[src/rtl/mpc_types.sv]
// rtl/mpc_types.sv - shared request types and constants for the bank arbiter
package mpc_types;

    localparam int MPC_NUM_CH  = 3;
    localparam int MPC_CH_ID_W = 2;

    typedef enum logic [1:0] {
        MPC_OP_LOAD   = 2'd0,
        MPC_OP_STORE  = 2'd1,
        MPC_OP_ATOMIC = 2'd2,
        MPC_OP_FLUSH  = 2'd3
    } mpc_op_e;

    typedef struct packed {
        mpc_op_e     op;
        logic [31:0] addr;
        logic [31:0] wdata;
    } channel_req_t;

    typedef enum logic {
        ST_IDLE = 1'b0,
        ST_HOLD = 1'b1
    } arb_state_e;

endpackage

[src/rtl/mpc_rr_pick.sv]
// rtl/mpc_rr_pick.sv - combinational round-robin picker starting the scan at ptr
module mpc_rr_pick
    import mpc_types::*;
#(
    parameter int N = MPC_NUM_CH
) (
    input  logic [N-1:0]           req,
    input  logic [MPC_CH_ID_W-1:0] ptr,
    output logic [N-1:0]           gnt,
    output logic [MPC_CH_ID_W-1:0] idx,
    output logic                   any
);

    always_comb begin
        gnt = '0;
        idx = '0;
        any = 1'b0;
        for (int i = 0; i < N; i++) begin
            int c;
            c = (int'(ptr) + i) % N;
            if (!any && req[c]) begin
                any    = 1'b1;
                gnt[c] = 1'b1;
                idx    = MPC_CH_ID_W'(c);
            end
        end
    end

endmodule

[src/rtl/mpc_bank_arbiter.sv]
// rtl/mpc_bank_arbiter.sv - credit-gated round-robin bank request scheduler; MPC_BANK_ARB_PERF_EN adds perf counters
module mpc_bank_arbiter
    import mpc_types::*;
#(
    parameter int NUM_CH     = MPC_NUM_CH,
    parameter int CRDT_MAX   = 4,
    parameter int CRDT_RTN_W = 2
) (
    input  logic                            clk,
    input  logic                            rst_n,
    input  logic [NUM_CH-1:0]               ch_req_valid,
    output logic [NUM_CH-1:0]               ch_req_ready,
    input  channel_req_t                    ch_req [NUM_CH],
    output logic                            bank_valid,
    input  logic                            bank_ready,
    output channel_req_t                    bank_req,
    output logic [MPC_CH_ID_W-1:0]          bank_ch_id,
    input  logic [CRDT_RTN_W-1:0]           crdt_rtn,
    output logic [$clog2(CRDT_MAX+1)-1:0]   crdt_avail,
    output logic                            crdt_ovf
`ifdef MPC_BANK_ARB_PERF_EN
    ,
    output logic [15:0]                     perf_grant_cnt [NUM_CH],
    output logic [15:0]                     perf_stall_cnt
`endif
);

    localparam int CW = $clog2(CRDT_MAX + 1);
    localparam int SW = CW + CRDT_RTN_W + 1;

    arb_state_e               state;
    arb_state_e               state_next;
    logic [NUM_CH-1:0]        pick_gnt;
    logic [MPC_CH_ID_W-1:0]   pick_idx;
    logic                     pick_any;
    logic [MPC_CH_ID_W-1:0]   rr_ptr;
    logic                     can_issue;
    logic                     grant;
    logic [SW-1:0]            crdt_sum;
    logic [CW-1:0]            crdt_next;
    logic                     ovf_hit;

    mpc_rr_pick #(.N(NUM_CH)) u_pick (
        .req (ch_req_valid),
        .ptr (rr_ptr),
        .gnt (pick_gnt),
        .idx (pick_idx),
        .any (pick_any)
    );

    // The output register frees up in the same cycle the bank takes it.
    assign can_issue    = (state == ST_IDLE || bank_ready) && (crdt_avail != '0);
    assign grant        = rst_n && can_issue && pick_any;
    assign ch_req_ready = grant ? pick_gnt : '0;
    assign bank_valid   = (state == ST_HOLD);

    always_comb begin
        state_next = state;
        case (state)
            ST_IDLE: if (grant) state_next = ST_HOLD;
            ST_HOLD: if (bank_ready && !grant) state_next = ST_IDLE;
            default: state_next = ST_IDLE;
        endcase
    end

    // Wide enough to hold CRDT_MAX plus a full return before clamping.
    always_comb begin
        crdt_sum  = SW'(crdt_avail) + SW'(crdt_rtn) - SW'(grant);
        ovf_hit   = crdt_sum > SW'(CRDT_MAX);
        crdt_next = ovf_hit ? CW'(CRDT_MAX) : crdt_sum[CW-1:0];
    end

    always_ff @(posedge clk or negedge rst_n) begin
        if (!rst_n) begin
            state      <= ST_IDLE;
            bank_req   <= '0;
            bank_ch_id <= '0;
            rr_ptr     <= '0;
            crdt_avail <= CW'(CRDT_MAX);
            crdt_ovf   <= 1'b0;
        end else begin
            state      <= state_next;
            crdt_avail <= crdt_next;
            if (ovf_hit) begin
                crdt_ovf <= 1'b1;
            end
            if (grant) begin
                bank_req   <= ch_req[pick_idx];
                bank_ch_id <= pick_idx;
                rr_ptr     <= (pick_idx == MPC_CH_ID_W'(NUM_CH - 1)) ? '0 : pick_idx + 1'b1;
            end
        end
    end

`ifdef MPC_BANK_ARB_PERF_EN
    always_ff @(posedge clk or negedge rst_n) begin
        if (!rst_n) begin
            for (int i = 0; i < NUM_CH; i++) begin
                perf_grant_cnt[i] <= '0;
            end
            perf_stall_cnt <= '0;
        end else begin
            for (int i = 0; i < NUM_CH; i++) begin
                if (grant && pick_gnt[i] && perf_grant_cnt[i] != 16'hFFFF) begin
                    perf_grant_cnt[i] <= perf_grant_cnt[i] + 16'd1;
                end
            end
            if ((|ch_req_valid) && (crdt_avail == '0) && perf_stall_cnt != 16'hFFFF) begin
                perf_stall_cnt <= perf_stall_cnt + 16'd1;
            end
        end
    end
`endif

endmodule

[config.mk]
export PLATFORM = sky130hd
export DESIGN_NAME = mpc_bank_arbiter
export DESIGN_NICKNAME = d
export VERILOG_FILES = /design/src/rtl/mpc_types.sv /design/src/rtl/mpc_rr_pick.sv /design/src/rtl/mpc_bank_arbiter.sv
export SDC_FILE = /design/constraint.sdc
export NUM_CORES = 1
export LEC_CHECK = 0
export CAP_MARGIN = 20
export CORE_ASPECT_RATIO = 1.1
export CORE_MARGIN = 10
export CORE_UTILIZATION = 38
export CTS_CLUSTER_SIZE = 40
export DETAILED_ROUTE_END_ITERATION = 10
export PLACE_DENSITY_LB_ADDON = 0.25
export SETUP_SLACK_MARGIN = 0.4
export SLEW_MARGIN = 10
export SYNTH_ARGS = -nofsm -noshare
export SYNTH_HDL_FRONTEND = slang
export SYNTH_SLANG_ARGS = --single-unit
export TNS_END_PERCENT = 30
[constraint.sdc]
create_clock -name clk -period 4.9 [get_ports clk]
set_input_delay 0.49 -clock clk [delete_from_list [all_inputs] [get_ports clk]]
set_output_delay 0.49 -clock clk [all_outputs]
set_load 0.02 [all_outputs]
-- Yosys cells after proc, flatten, opt, wreduce, memory -nomap -nowiden
Index checks and enable logic that the tools add are counted.
- output and inout bits: 76
- logic and storage cells: 76
- bits in registers: 75
- eq/ne operators: 1
- divide/modulo/power cells: 3
- add/sub/neg operators: 5
- $lt $le $gt $ge: 8
- bitwise logic cells: 4
- multiplexer cells: 33
- reduce and logical (&&, ||, !) cells: 14
- operators with widths (cell ; number):
    binary-select mux 66 bit (select 2 bit) ; 1
    2-to-1 mux 66 bit ; 2
    >= comparator 32 x 1 -> 1 bit, second input constant ; 3
    less-than comparator 32 x 4 -> 1 bit, second input constant ; 3
    modulo 32 x 3 -> 32 bit, second input constant ; 2
    modulo 3 x 3 -> 32 bit, second input constant ; 1
    2-to-1 mux 3 bit ; 5
    2-to-1 mux 1 bit ; 14
    logical AND 1 bit ; 9
    2-to-1 mux 2 bit ; 4
    binary-select mux 1 bit (select 2 bit) ; 3
    demux 1 bit (select 2 bit) ; 3
    greater-than comparator 6 x 3 -> 1 bit, second input constant ; 1
    OR 3 bit ; 2
    subtractor 4 x 1 -> 5 bit ; 1
    adder 3 x 2 -> 4 bit ; 1
    adder 2 x 1 -> 3 bit, second input constant ; 1
    adder 2 x 2 -> 3 bit, second input constant ; 1
    >= comparator 3 bit, second input constant ; 1
    zero test 1 bit ; 3
    inverter 2 -> 3 bit ; 1
    nonzero test 3 bit ; 1
    adder 2 x 1 -> 2 bit, second input constant ; 1
    equality test 2 bit, second input constant ; 1
    3 further kinds ; 3

-- Logic depth before layout (Yosys ltp)
Gate-level depths: netlist of the first run.
- word-level depth: 16
- mapped depth: 18
- gate-level depth less buffers: 16

-- Cells and area by module
From an unflattened synthesis of the first run, not the netlist that was laid out.
- cell total of the unflattened synthesis: 402
- area total of the unflattened synthesis: 5097.4 um2
- by module, submodules not included (module ; instances ; cells each ; area each (um2)):
    mpc_bank_arbiter ; 1 ; 350 ; 4715.8
    mpc_rr_pick ; 1 ; 52 ; 381.6

-- Least setup slack after synthesis of the first run
Ideal clock, no wire load.
- path kind: flip-flop to flip-flop
- from: register rr_ptr[0]
- to: register crdt_ovf
- arrival time: 3.307 ns
- cell stages (with the launch flop): 19
- data required time: 4.773 ns
- period minus slack after synthesis: 3.435 ns
- setup slack: 1.465 ns
- path buffers: 2
- cell sequence: dfrtp_1 inv_1 ha_1 buf_6 nor2b_1 nand2_1 o21ai_0 o31ai_2 inv_2 clkbuf_1 ha_1 inv_1 ha_1 inv_1 fa_1 inv_1 o21ai_0 nand3_1 or2_2
- word-level cells in the longest chain between the ends: 14
- RTL lines (item ; RTL line ; text):
    start: declaration ; mpc_bank_arbiter.sv:36 ; logic [MPC_CH_ID_W-1:0] rr_ptr;
    start signal: assignment ; mpc_bank_arbiter.sv:90 ; rr_ptr <= (pick_idx == MPC_CH_ID_W'(NUM_CH - 1)) ? '0 : pick_idx + 1'b1;
    branches (longest 10 deep; another with modulo 32 x 3 -> 32 bit) ; n/a ;
    2-to-1 mux 1 bit * ; mpc_rr_pick.sv:21 ; if (!any && req[c]) begin
    logical AND 1 bit * ; mpc_bank_arbiter.sv:53 ; assign grant = rst_n && can_issue && pick_any;
    net grant ; mpc_bank_arbiter.sv:38 ; logic grant;
    subtractor 4 x 1 -> 5 bit * ; mpc_bank_arbiter.sv:68 ; crdt_sum = SW'(crdt_avail) + SW'(crdt_rtn) - SW'(grant);
    greater-than comparator 6 x 3 -> 1 bit * ; mpc_bank_arbiter.sv:69 ; ovf_hit = crdt_sum > SW'(CRDT_MAX);
    end signal: assignment ; mpc_bank_arbiter.sv:80 ; crdt_ovf <= 1'b0;
    end signal: assignment ; mpc_bank_arbiter.sv:85 ; crdt_ovf <= 1'b1;
    end: declaration ; mpc_bank_arbiter.sv:20 ; output logic crdt_ovf
Mark *: on every way through the listed nets, which the timed path passes. The select of a mux whose other input is x is not followed.
A chain may end at the register's enable or synchronous reset.

-- Worst setup path in the final report of the first run
- from: register rr_ptr[0]
- to: output ch_req_ready[0]
- word-level cells in the longest chain between the ends: 13
- RTL lines (item ; RTL line ; text):
    branches (longest 12 deep; another with modulo 32 x 3 -> 32 bit) ; n/a ;
    2-to-1 mux 3 bit * ; mpc_bank_arbiter.sv:54 ; assign ch_req_ready = grant ? pick_gnt : '0;
    end: declaration ; mpc_bank_arbiter.sv:12 ; output logic [NUM_CH-1:0] ch_req_ready,
Every way passes the cells marked *. The select of a mux whose other input is x is not followed.

==> flow_summary.ini, run 1 <==
[synthesis]
synth_top_family_by_area = compound AO/OA/AOI/OAI gates
synthCells = 487
yosysSeqAreaShare_pct = 40.9
synth-edff-count = 0
synth_fa_ha_area_share_pct = 3.43
synthXorXnorAreaFrac_pct = 0.381
ys_seq_elements = 75
yosysWarnings = 0
syn-cell-area_um2 = 4600
postSynthAreaPerCell_um2 = 9.44
async_flop_share_pct = 100
synthFlopType = dfrtp_1
muxShareOfSynthArea_pct = 0.762
synth_nets = 705
synth_compound_gate_area_share_pct = 29.8
ys_types = 44
synthSimpleGateAreaFrac_pct = 17.0

[cts]
cts_num_sinks = 75
cts_tree = yes
postCtsHoldBufs = 0
path_clk_slew_ns = 0.06
post_cts_resize_count = 0
insertion_delay_ns = 0.33
cts_setup_buffers = 0
cts_buffers = 9
clk_path_buf_depth = 2
ctsRootBufferMaster = clkbuf_16
htree_levels = 3

[pwr]
peakVddDrop_mv = 0.546
clockPowerShare_pct = 12.1
seqPwrFrac_pct = 20.4
intPower_w = 0.00280
p_switching_w = 0.00263
p_leak_nw = 3.06
combinationalPowerShare_pct = 67.5
power_density_nw_per_um2 = 704
power_w = 0.00543
switching_share_pct = 48.4

[worst_setup_path]
worstSetupPathType = reg2out
r2r_end = crdt_ovf
path_delay_family = buffers and inverters
cp_max_fo = 34
r2r_slack_ns = 1.33
critPathSlowestCell = clkdlybuf4s50_1
r2r_cells = 16
path_buf_inv = 4
r2r-start = rr_ptr[0]
path_cells = inv_1, ha_1, inv_1, a21oi_1, a31oi_1, o31ai_4, buf_4, a311oi_1, clkdlybuf4s50_1
arrival_ns = 3.10
crit_top_cell = inv_1
cpPeakStageDelay_ns = 0.66
startpoint_type = register
crit_path_end_kind = output port
cp.required_ns = 4.41

[drt]
firstDrtPassIters = 6
top_layer_used = met4
ant_nets = 0
drt_wl_total_um = 19500
post_drt_wl_per_cell_um = 21.6
route.detailed.drc = 0
route.vias.total = 4925
met1Wirelength_um = 7940
avgViaCountPerCell = 5.47
wl_met3_um = 1340
drtIter0Drc = 353
met2WireLength_um = 9690

[flow_run]
maxCapViolCount = 0

[global_route]
grt_use_total_pct = 21.9
grt_max_degree = 76
grt_overflow = 0
antenna_found_initial = 1
grt_pass1_wl_um = 29900
grt_pass1_vias = 5038

[final_layout]
utilization_pct = 64.6
seq_area_um2 = 1880
fill_cells = 1017
layout_commonest_cell = clkdlybuf4s50_1
layout_common_cells = clkdlybuf4s50_1 (280), dfrtp_1 (74), a21oi_1 (71)
layout-drive-gt1-share_pct = 10.7
area.growth.synth_to_final_pct = 67.8
finish.net_count = 959
multi_input_area_um2 = 2400

[timing]
max_freq_mhz = 279
hold_viol_final = 0
setup_viol = 0
fin_crit_sh_pct = 73.2
final.setup.tns_ns = 0
finalCriticalPeriod_ns = 3.59
worst_pin_slew_ns = 1.07
relSlewSlack_pct = 28.5
drv_slew = 0
clock_skew_ns = 0.00577
rsz0062_at_grt = false

[floorplan]
rows = 42
initial_core_util_pct = 38.5
ios = 282
die_w_um = 125
die_h_um = 135
coreArea_um2 = 11900
dieArea_um2 = 16900

[min_path]
min_path_type = in2async

[placed_design]
dp_hpwl_um = 15000
place_congestion = 0.941
numPortBuffers = 281

[outcome]
outcome = finished, final reports clean
==> power by group through the flow <==
stage,clock network [W],registers [W],logic (W)
6_report,0.000655,0.00111,0.00367
5_1_grt,0.000694,0.00114,0.00397
4_1_cts,0.000668,0.00111,0.00370
3_5_place_dp,0,0.00112,0.00369
3_3_place_gp,0,0.00110,0.00359
2_1_floorplan,0,0.00147,0.00207
==> cell usage after synthesis (2+ instances only) <==
cell type,number,area share (%)
mux2i_1,2,0.44
ha_1,11,3.0
nor2_1,69,5.6
nand3_1,69,7.5
a221oi_2,40,13
a221oi_1,26,5.0
nand2b_1,3,0.41
inv_1,16,1.3
nand2_1,17,1.4
nand3b_1,3,0.49
a21oi_2,2,0.38
clkbuf_1,15,1.2
o21ai_2,2,0.38
a21oi_1,71,7.7
dfrtp_1,74,40
xnor2_1,2,0.38
o21ai_0,8,0.87
buf_6,9,2.2
nor2b_1,3,0.41
buf_4,9,1.5
buf_2,13,1.4
==> routing by layer <==
layer | global-route usage (%) | up-vias
met1 | 26.4 | 2363
met2 | 36.9 | 222
met3 | 5.60 | 24
li1 | - | 2316
met4 | 8.26 | 0
met5 | 0 | -
==> worst max-delay path by stage <==
stage / startpoint / end / slack, ns / cells after the start
after floorplan: rr_ptr[0] / crdt_ovf / 1.47 / 18
after CTS: rr_ptr[0] / ch_req_ready[0] / 1.32 / 9
final: rr_ptr[0] / ch_req_ready[0] / 1.31 / 9
after global placement: ch_req_valid[2] / crdt_ovf / 1.37 / 15
after global routing: rr_ptr[0] / ch_req_ready[0] / 1.12 / 9
after detailed placement: ch_req_valid[2] / crdt_ovf / 1.21 / 15
==> layout make-up <==
| class | count | share of cell area, % |
|---|---|---|
| clock inverters | 4 | 0.665 |
| well taps | 154 | 2.50 |
| repair buffers | 289 | 37.4 |
| multi-input cells | 349 | 31.1 |
| diodes | 1 | 0.0325 |
| flip-flops and latches | 75 | 24.4 |
| inverters | 17 | 0.828 |
| clock buffers | 11 | 3.15 |
==> cells by family (layout without fill, tap and decap cells) <==
group | count (synthesis) | in the layout
flip-flops | 75 | 75
other | 0 | 1
multiplexers | 3 | 3
XOR/XNOR | 2 | 2
AO/OA/AOI/OAI | 161 | 161
buffers and inverters | 63 | 321
adder cells (fa/ha/maj) | 12 | 12
AND/OR/NAND/NOR | 171 | 171
==> worst reg2reg max path, delay by kind of cell, from the launching register on <==
family | cells | cell delay (ns)
AOI/OAI and AO/OA | 3 | 0.66
DFF | 1 | 0.38
buffers and inverters | 5 | 0.32
and+or+nand+nor | 4 | 0.71
adders and majority gates | 4 | 1.38
==> stage by stage <==
stage / cell area, um2 / cells / setup slack [ns] / hold slack (ns)
finish: 7710 / 900 / 1.31 / 0.402
CTS: 7710 / 899 / 1.32 / 0.460
floorplan: 4600 / 487 / 1.47 / 0.194
detailed placement: 7410 / 884 / 1.21 / 0.474
global placement: 7410 / 884 / 1.37 / 0.464
global route: 7710 / 900 / 1.12 / 0.484
==> registers in the layout, summed over array words and instances, names as in the netlist <==
| signal | cells |
|---|---|
| bank_ch_id | 2 |
| bank_req | 66 |
| bank_valid | 1 |
| crdt_avail | 3 |
| crdt_ovf | 1 |
| rr_ptr | 2 |
(Power assumes the default switching activity.)
==> run 2, diff against run 1 <==
--- a/config.mk
+++ b/config.mk
@@ -8,7 +8,7 @@
 export CAP_MARGIN = 20
 export CORE_ASPECT_RATIO = 1.1
 export CORE_MARGIN = 10
-export CORE_UTILIZATION = 38
+export CORE_UTILIZATION = 34
 export CTS_CLUSTER_SIZE = 40
 export DETAILED_ROUTE_END_ITERATION = 10
 export PLACE_DENSITY_LB_ADDON = 0.25
==> constraint.sdc (replaced) <==
create_clock -name clk -period 3.1 [get_ports clk]
set_input_delay 0.31 -clock clk [delete_from_list [all_inputs] [get_ports clk]]
set_output_delay 0.31 -clock clk [all_outputs]
set_load 0.02 [all_outputs]
==> run 2 against run 1 <==
Effect of this change:
- worst setup slack worse by 1.2 ns
- clock-buffer cell count unchanged
- cell area up 6.0%
- die area up 9.9%
- first-iteration DRC count down 9.9%
- wire length up 1.6%
- critical path type is now reg2reg
- sequential share of layout area down 1.4 points
- global-route usage down 1.6 points
==> flow_summary.ini, run 2 (synthesis gave the netlist of run 1 again) <==
[drt]
drtIter0Drc = 318
firstDrtPassIters = 4
avgViaCountPerCell = 5.39
post_drt_wl_per_cell_um = 21.2
drt_wl_total_um = 19800
route.detailed.drc = 0
ant_nets = 0
route.vias.total = 5027

[timing]
setup_viol = 0
worst_pin_slew_ns = 0.989
rsz0062_at_grt = true
drv_slew = 0
hold_viol_final = 0
clock_skew_ns = 0.0101
finalCriticalPeriod_ns = 3.02
fin_crit_sh_pct = 97.5
relSlewSlack_pct = 34.1
setup_ws_ns = 0.0771
max_freq_mhz = 331

[global_route]
antenna_found_initial = 0
grt_overflow = 0
grt_max_degree = 76
grt_use_total_pct = 20.2
grt_pass1_vias = 5364
grt_pass1_wl_um = 29600

[worst_setup_path]
path_delay_family = adder cells
cpPeakStageDelay_ns = 0.53
cp.required_ns = 3.31
critPathSlowestCell = fa_2
cp_max_fo = 8
crit_path_end_kind = register
path_buf_inv = 5
startpoint_type = register
worstSetupPathType = reg2reg
arrival_ns = 3.24
path_cells = inv_2, ha_4, nand2b_4, a21o_4, nand2_4, o31ai_4, inv_2, ha_4, inv_4, ha_4, inv_2, fa_2, inv_2, o21ai_2, nand3_2, or2_4
crit_top_cell = inv_2

[final_layout]
regMostFlops = bank_req
final_cells = 932
area.growth.synth_to_final_pct = 77.8
layout-drive-gt1-share_pct = 17.8
fill_cells = 1107
layout_commonest_cell = clkdlybuf4s50_1
largest_register_ffs = 66
multi_input_area_um2 = 2590
layout_common_cells = clkdlybuf4s50_1 (277), dfrtp_1 (73), a21oi_1 (70)
reg.largest.list = bank_req: 66 flops, crdt_avail: 3 flops
antenna_cells_inserted = 0
seq_area_um2 = 1880
finalInstanceArea_um2 = 8170
finish.net_count = 984

[cts]
ctsRootBufferMaster = clkbuf_16
cts_num_sinks = 75
clk_path_buf_depth = 2
htree_levels = 3
cts_buffers = 9
insertion_delay_ns = 0.34
path_clk_slew_ns = 0.06
cts_tree = yes

[floorplan]
die_h_um = 142
rows = 44
die_w_um = 131
ios = 282
dieArea_um2 = 18600
initial_core_util_pct = 34.8
coreArea_um2 = 13200

[min_path]
min_path_type = in2async

[placed_design]
dp_slack_ns = -0.0643
dp.cells = 902
placed_area_um2 = 7600
dp_hpwl_um = 14800
place_congestion = 0.911
numPortBuffers = 281

[flow_run]
maxCapViolCount = 0

[outcome]
outcome = finished, final reports clean

[pwr]
power_density_nw_per_um2 = 1150
p_leak_nw = 3.27
peakVddDrop_mv = 0.908
run 2: cell types whose count changed in the layout (fill, tap and decap cells not counted), sizes merged:
cell           previous run  this run
diode                     1         0
clkdlybuf4s50           280       277
clkbuf                   11        12
bufinv                    1         2
dlymetal6s2s              0         2
buf                       9        34
run 2: cell type report:
class | instances | area share (%)
well taps | 161 | 2.46
clock inverters | 5 | 0.949
multi-input cells | 349 | 31.7
flip-flops and latches | 75 | 23.0
clock buffers | 11 | 2.85
inverters | 17 | 0.811
repair buffers | 314 | 38.3
run 2: power by group:
part / internal, W / leakage, nW / switching (W) / total (W)
logic: 0.00278 / 2.28 / 0.00374 / 0.00652
registers: 0.00149 / 0.842 / 0.000277 / 0.00177
clock network: 0.000703 / 0.150 / 0.000406 / 0.00111
run 2: repair_timing:
item                       in CTS  in global routing
setup endpoints to repair      43                 71
pin swaps                       8                  5
hold buffers                    0                  0
buffers inserted                8                  6
gates resized for setup        12                 26
run 2: layer usage:
metal	part of all wire (%)	wire length (um)	vias up	GRT usage, %
li1	-	-	2369	-
met2	49	9590	245	34.4
met1	37	7410	2385	22.1
met4	2.4	469	0	6.44
met5	0	0	-	0
met3	12	2290	28	8.72
run 2: through the flow:
| step | hold slack, ns | total power, W | utilization, % | setup TNS (ns) |
|---|---|---|---|---|
| floorplan | 0.0144 | 0.00575 | - | -0.0221 |
| global placement | 0.464 | 0.00770 | 57.5 | 0 |
| detailed placement | 0.469 | 0.00788 | 57.5 | -0.0815 |
| CTS | 0.271 | 0.00923 | 60.8 | 0 |
| global route | 0.313 | 0.0101 | 61.9 | -0.0270 |
| finish | 0.220 | 0.00940 | 61.9 | 0 |
run 2: path summary, 6_finish.rpt:
| path | to | slack, ns | depth (start not counted) | startpoint |
|---|---|---|---|---|
| setup / recovery | crdt_ovf | 0.08 | 16 | rr_ptr[1] |
| hold / removal | bank_valid | 0.22 | 2 | rst_n |
| setup reg to reg | crdt_ovf | 0.08 | 16 | rr_ptr[1] |
| hold reg to reg | crdt_ovf | 0.48 | 1 | crdt_ovf |
| max in group asynchronous | rr_ptr[1] | 2.19 | 2 | rst_n |
| min in group clk | crdt_ovf | 0.48 | 1 | crdt_ovf |
==> run 3, diff against run 2 <==
--- a/config.mk
+++ b/config.mk
@@ -11,6 +11,7 @@
 export CORE_UTILIZATION = 34
 export CTS_CLUSTER_SIZE = 40
 export DETAILED_ROUTE_END_ITERATION = 10
+export GPL_TIMING_DRIVEN = 0
 export PLACE_DENSITY_LB_ADDON = 0.25
 export SETUP_SLACK_MARGIN = 0.4
 export SLEW_MARGIN = 10
==> run 3 against run 2 <==
Effect of this change:
- the flow now finishes with violations (negative setup slack)
- highest routed layer unchanged
- maximum frequency shrank 6.9%
- clock-buffer cell count rose by 2
- register-to-register slack lost 0.23 ns
- non-clock buffer count is 34 higher
- sequential power about the same
- sequential share of layout area down 0.47 points
- combinational power increased by 6.0%
- critical path depth is 2 higher
- cell count grew 3.6%
- die area stayed put
- flip-flop and latch count unchanged
- largest cell class unchanged
==> flow_summary.ini, run 3 (synthesis gave the netlist of run 1 again) <==
[outcome]
outcome = complete, but fails checks
violations = negative setup slack

[final_layout]
layout-drive-gt1-share_pct = 20.0
regMostFlops = bank_req
reg.largest.list = bank_req: 66 flops, crdt_avail: 3 flops
area.growth.synth_to_final_pct = 81.6
finalInstanceArea_um2 = 8340
finish.net_count = 1018
largest_register_ffs = 66
layout_common_cells = clkdlybuf4s50_1 (276), dfrtp_1 (73), a21oi_1 (70)
final_cells = 966
layout_commonest_cell = clkdlybuf4s50_1

[global_route]
antenna_found_initial = 1
grt_pass1_vias = 5870
grt_max_degree = 38
grt_use_total_pct = 21.8
grt_overflow = 0
grt_pass1_wl_um = 31800

[min_path]
whs_path_depth = 1
holdPathEnd = crdt_ovf
min_path_type = reg2reg
hp-start = crdt_ovf

[timing]
fin_crit_sh_pct = 105
worst_pin_slew_ns = 0.580
rsz0062_at_grt = true
setup_ws_ns = -0.148
clock_skew_ns = 0.00703
hold_viol_final = 0
finalCriticalPeriod_ns = 3.25
setup_viol = 3
drv_slew = 0
max_freq_mhz = 308
final.setup.tns_ns = -0.303
relSlewSlack_pct = 61.4

[drt]
post_drt_wl_per_cell_um = 21.8
drt_wl_total_um = 21000
route.detailed.drc = 0
route.vias.total = 5253
drtIter0Drc = 232
avgViaCountPerCell = 5.44
firstDrtPassIters = 5
ant_nets = 0

[placed_design]
placed_area_um2 = 7730
place_congestion = 0.838
dp_hpwl_um = 16600
dp_slack_ns = -0.536
dp.cells = 929
numPortBuffers = 280

[cts]
ctsRootBufferMaster = clkbuf_16
cts_buffers = 9
cts_tree = yes
clk_path_buf_depth = 2
insertion_delay_ns = 0.33
cts_num_sinks = 75
path_clk_slew_ns = 0.05
htree_levels = 3

[worst_setup_path]
worstSetupPathType = reg2reg
startpoint_type = register
arrival_ns = 3.46
r2r_end = crdt_ovf
cpPeakStageDelay_ns = 0.55
cp.required_ns = 3.31
r2r-start = rr_ptr[1]
path_delay_family = adder cells
crit_path_end_kind = register
r2r_cells = 18
path_buf_inv = 7
r2r_slack_ns = -0.15
critPathSlowestCell = fa_2
path_cells = inv_4, ha_4, buf_6, nand2b_4, a21o_4, nand2_4, o31ai_4, inv_4, clkbuf_16, ha_4, inv_2, ha_4, inv_2, fa_2, inv_2, o21ai_2, nand3_2, or2_4
startpoint = rr_ptr[1]
cp_max_fo = 6

[floorplan]
die_w_um = 131
ios = 282
rows = 44
die_h_um = 142
dieArea_um2 = 18600
initial_core_util_pct = 34.8
coreArea_um2 = 13200

[flow_run]
maxCapViolCount = 0

[pwr]
p_leak_nw = 3.39
peakVddDrop_mv = 0.503
power_density_nw_per_um2 = 1170
run 3: through the flow:
step                hold WS (ns)  utilization (%)  power (W)
detailed placement         0.325             58.5    0.00813
global placement           0.466             58.4    0.00796
CTS                        0.485             62.2    0.00953
finish                     0.477             63.2    0.00974
global route               0.500             63.2     0.0104
floorplan                 0.0144                -    0.00575
run 3: area by class of cell:
cell class | count | area (um2)
fill | 1110 | 4870
timing repair buffer | 302 | 2990
multi-input combinational | 349 | 2560
sequential | 75 | 1880
buffer | 46 | 338
clock buffer | 13 | 260
tap | 161 | 201
inverter | 17 | 71.3
clock inverter | 2 | 35.0
antenna | 1 | 2.50
run 3: routing by layer:
layer / part of all wire, % / vias up / track usage [%] / routed length (um)
li1: - / 2437 / - / -
met1: 36 / 2536 / 22.7 / 7640
met2: 50 / 253 / 38.4 / 10600
met4: 2.2 / 0 / 7.26 / 455
met3: 11 / 27 / 9.28 / 2380
met5: 0 / - / 0 / 0
run 3: timing repair:
| item | 4_1_cts | 5_1_grt |
|---|---|---|
| endpoints found under the setup margin | 7 | 58 |
| buffers inserted | 14 | 5 |
| hold endpoints to repair | 37 | 0 |
| gates resized for setup | 23 | 33 |
| pin swaps | 8 | 8 |
| hold buffers | 2 | 0 |
run 3: power breakdown:
part | switching, W | internal (W) | leakage (nW)
sequential | 0.000285 | 0.00149 | 0.842
combinational | 0.00389 | 0.00302 | 2.40
clock | 0.000393 | 0.000663 | 0.146
run 3: how the worst max path moves through the flow:
stage	slack, ns	to	depth (start not counted)
floorplan	-0.02	crdt_ovf	18
global placement	-3.05	crdt_ovf	14
detailed placement	-0.54	crdt_ovf	16
CTS	-0.11	crdt_ovf	18
global route	-0.27	crdt_ovf	18
finish	-0.15	crdt_ovf	18
run 3: worst reg2reg max path: cells and delay by family (launching register included):
family                   cells  cell delay (ns)
adder cells (fa/ha/maj)      4             1.00
buffers and inverters        7             0.56
flip-flops                   1             0.45
AO/OA/AOI/OAI                3             0.55
AND/OR/NAND/NOR              4             0.57
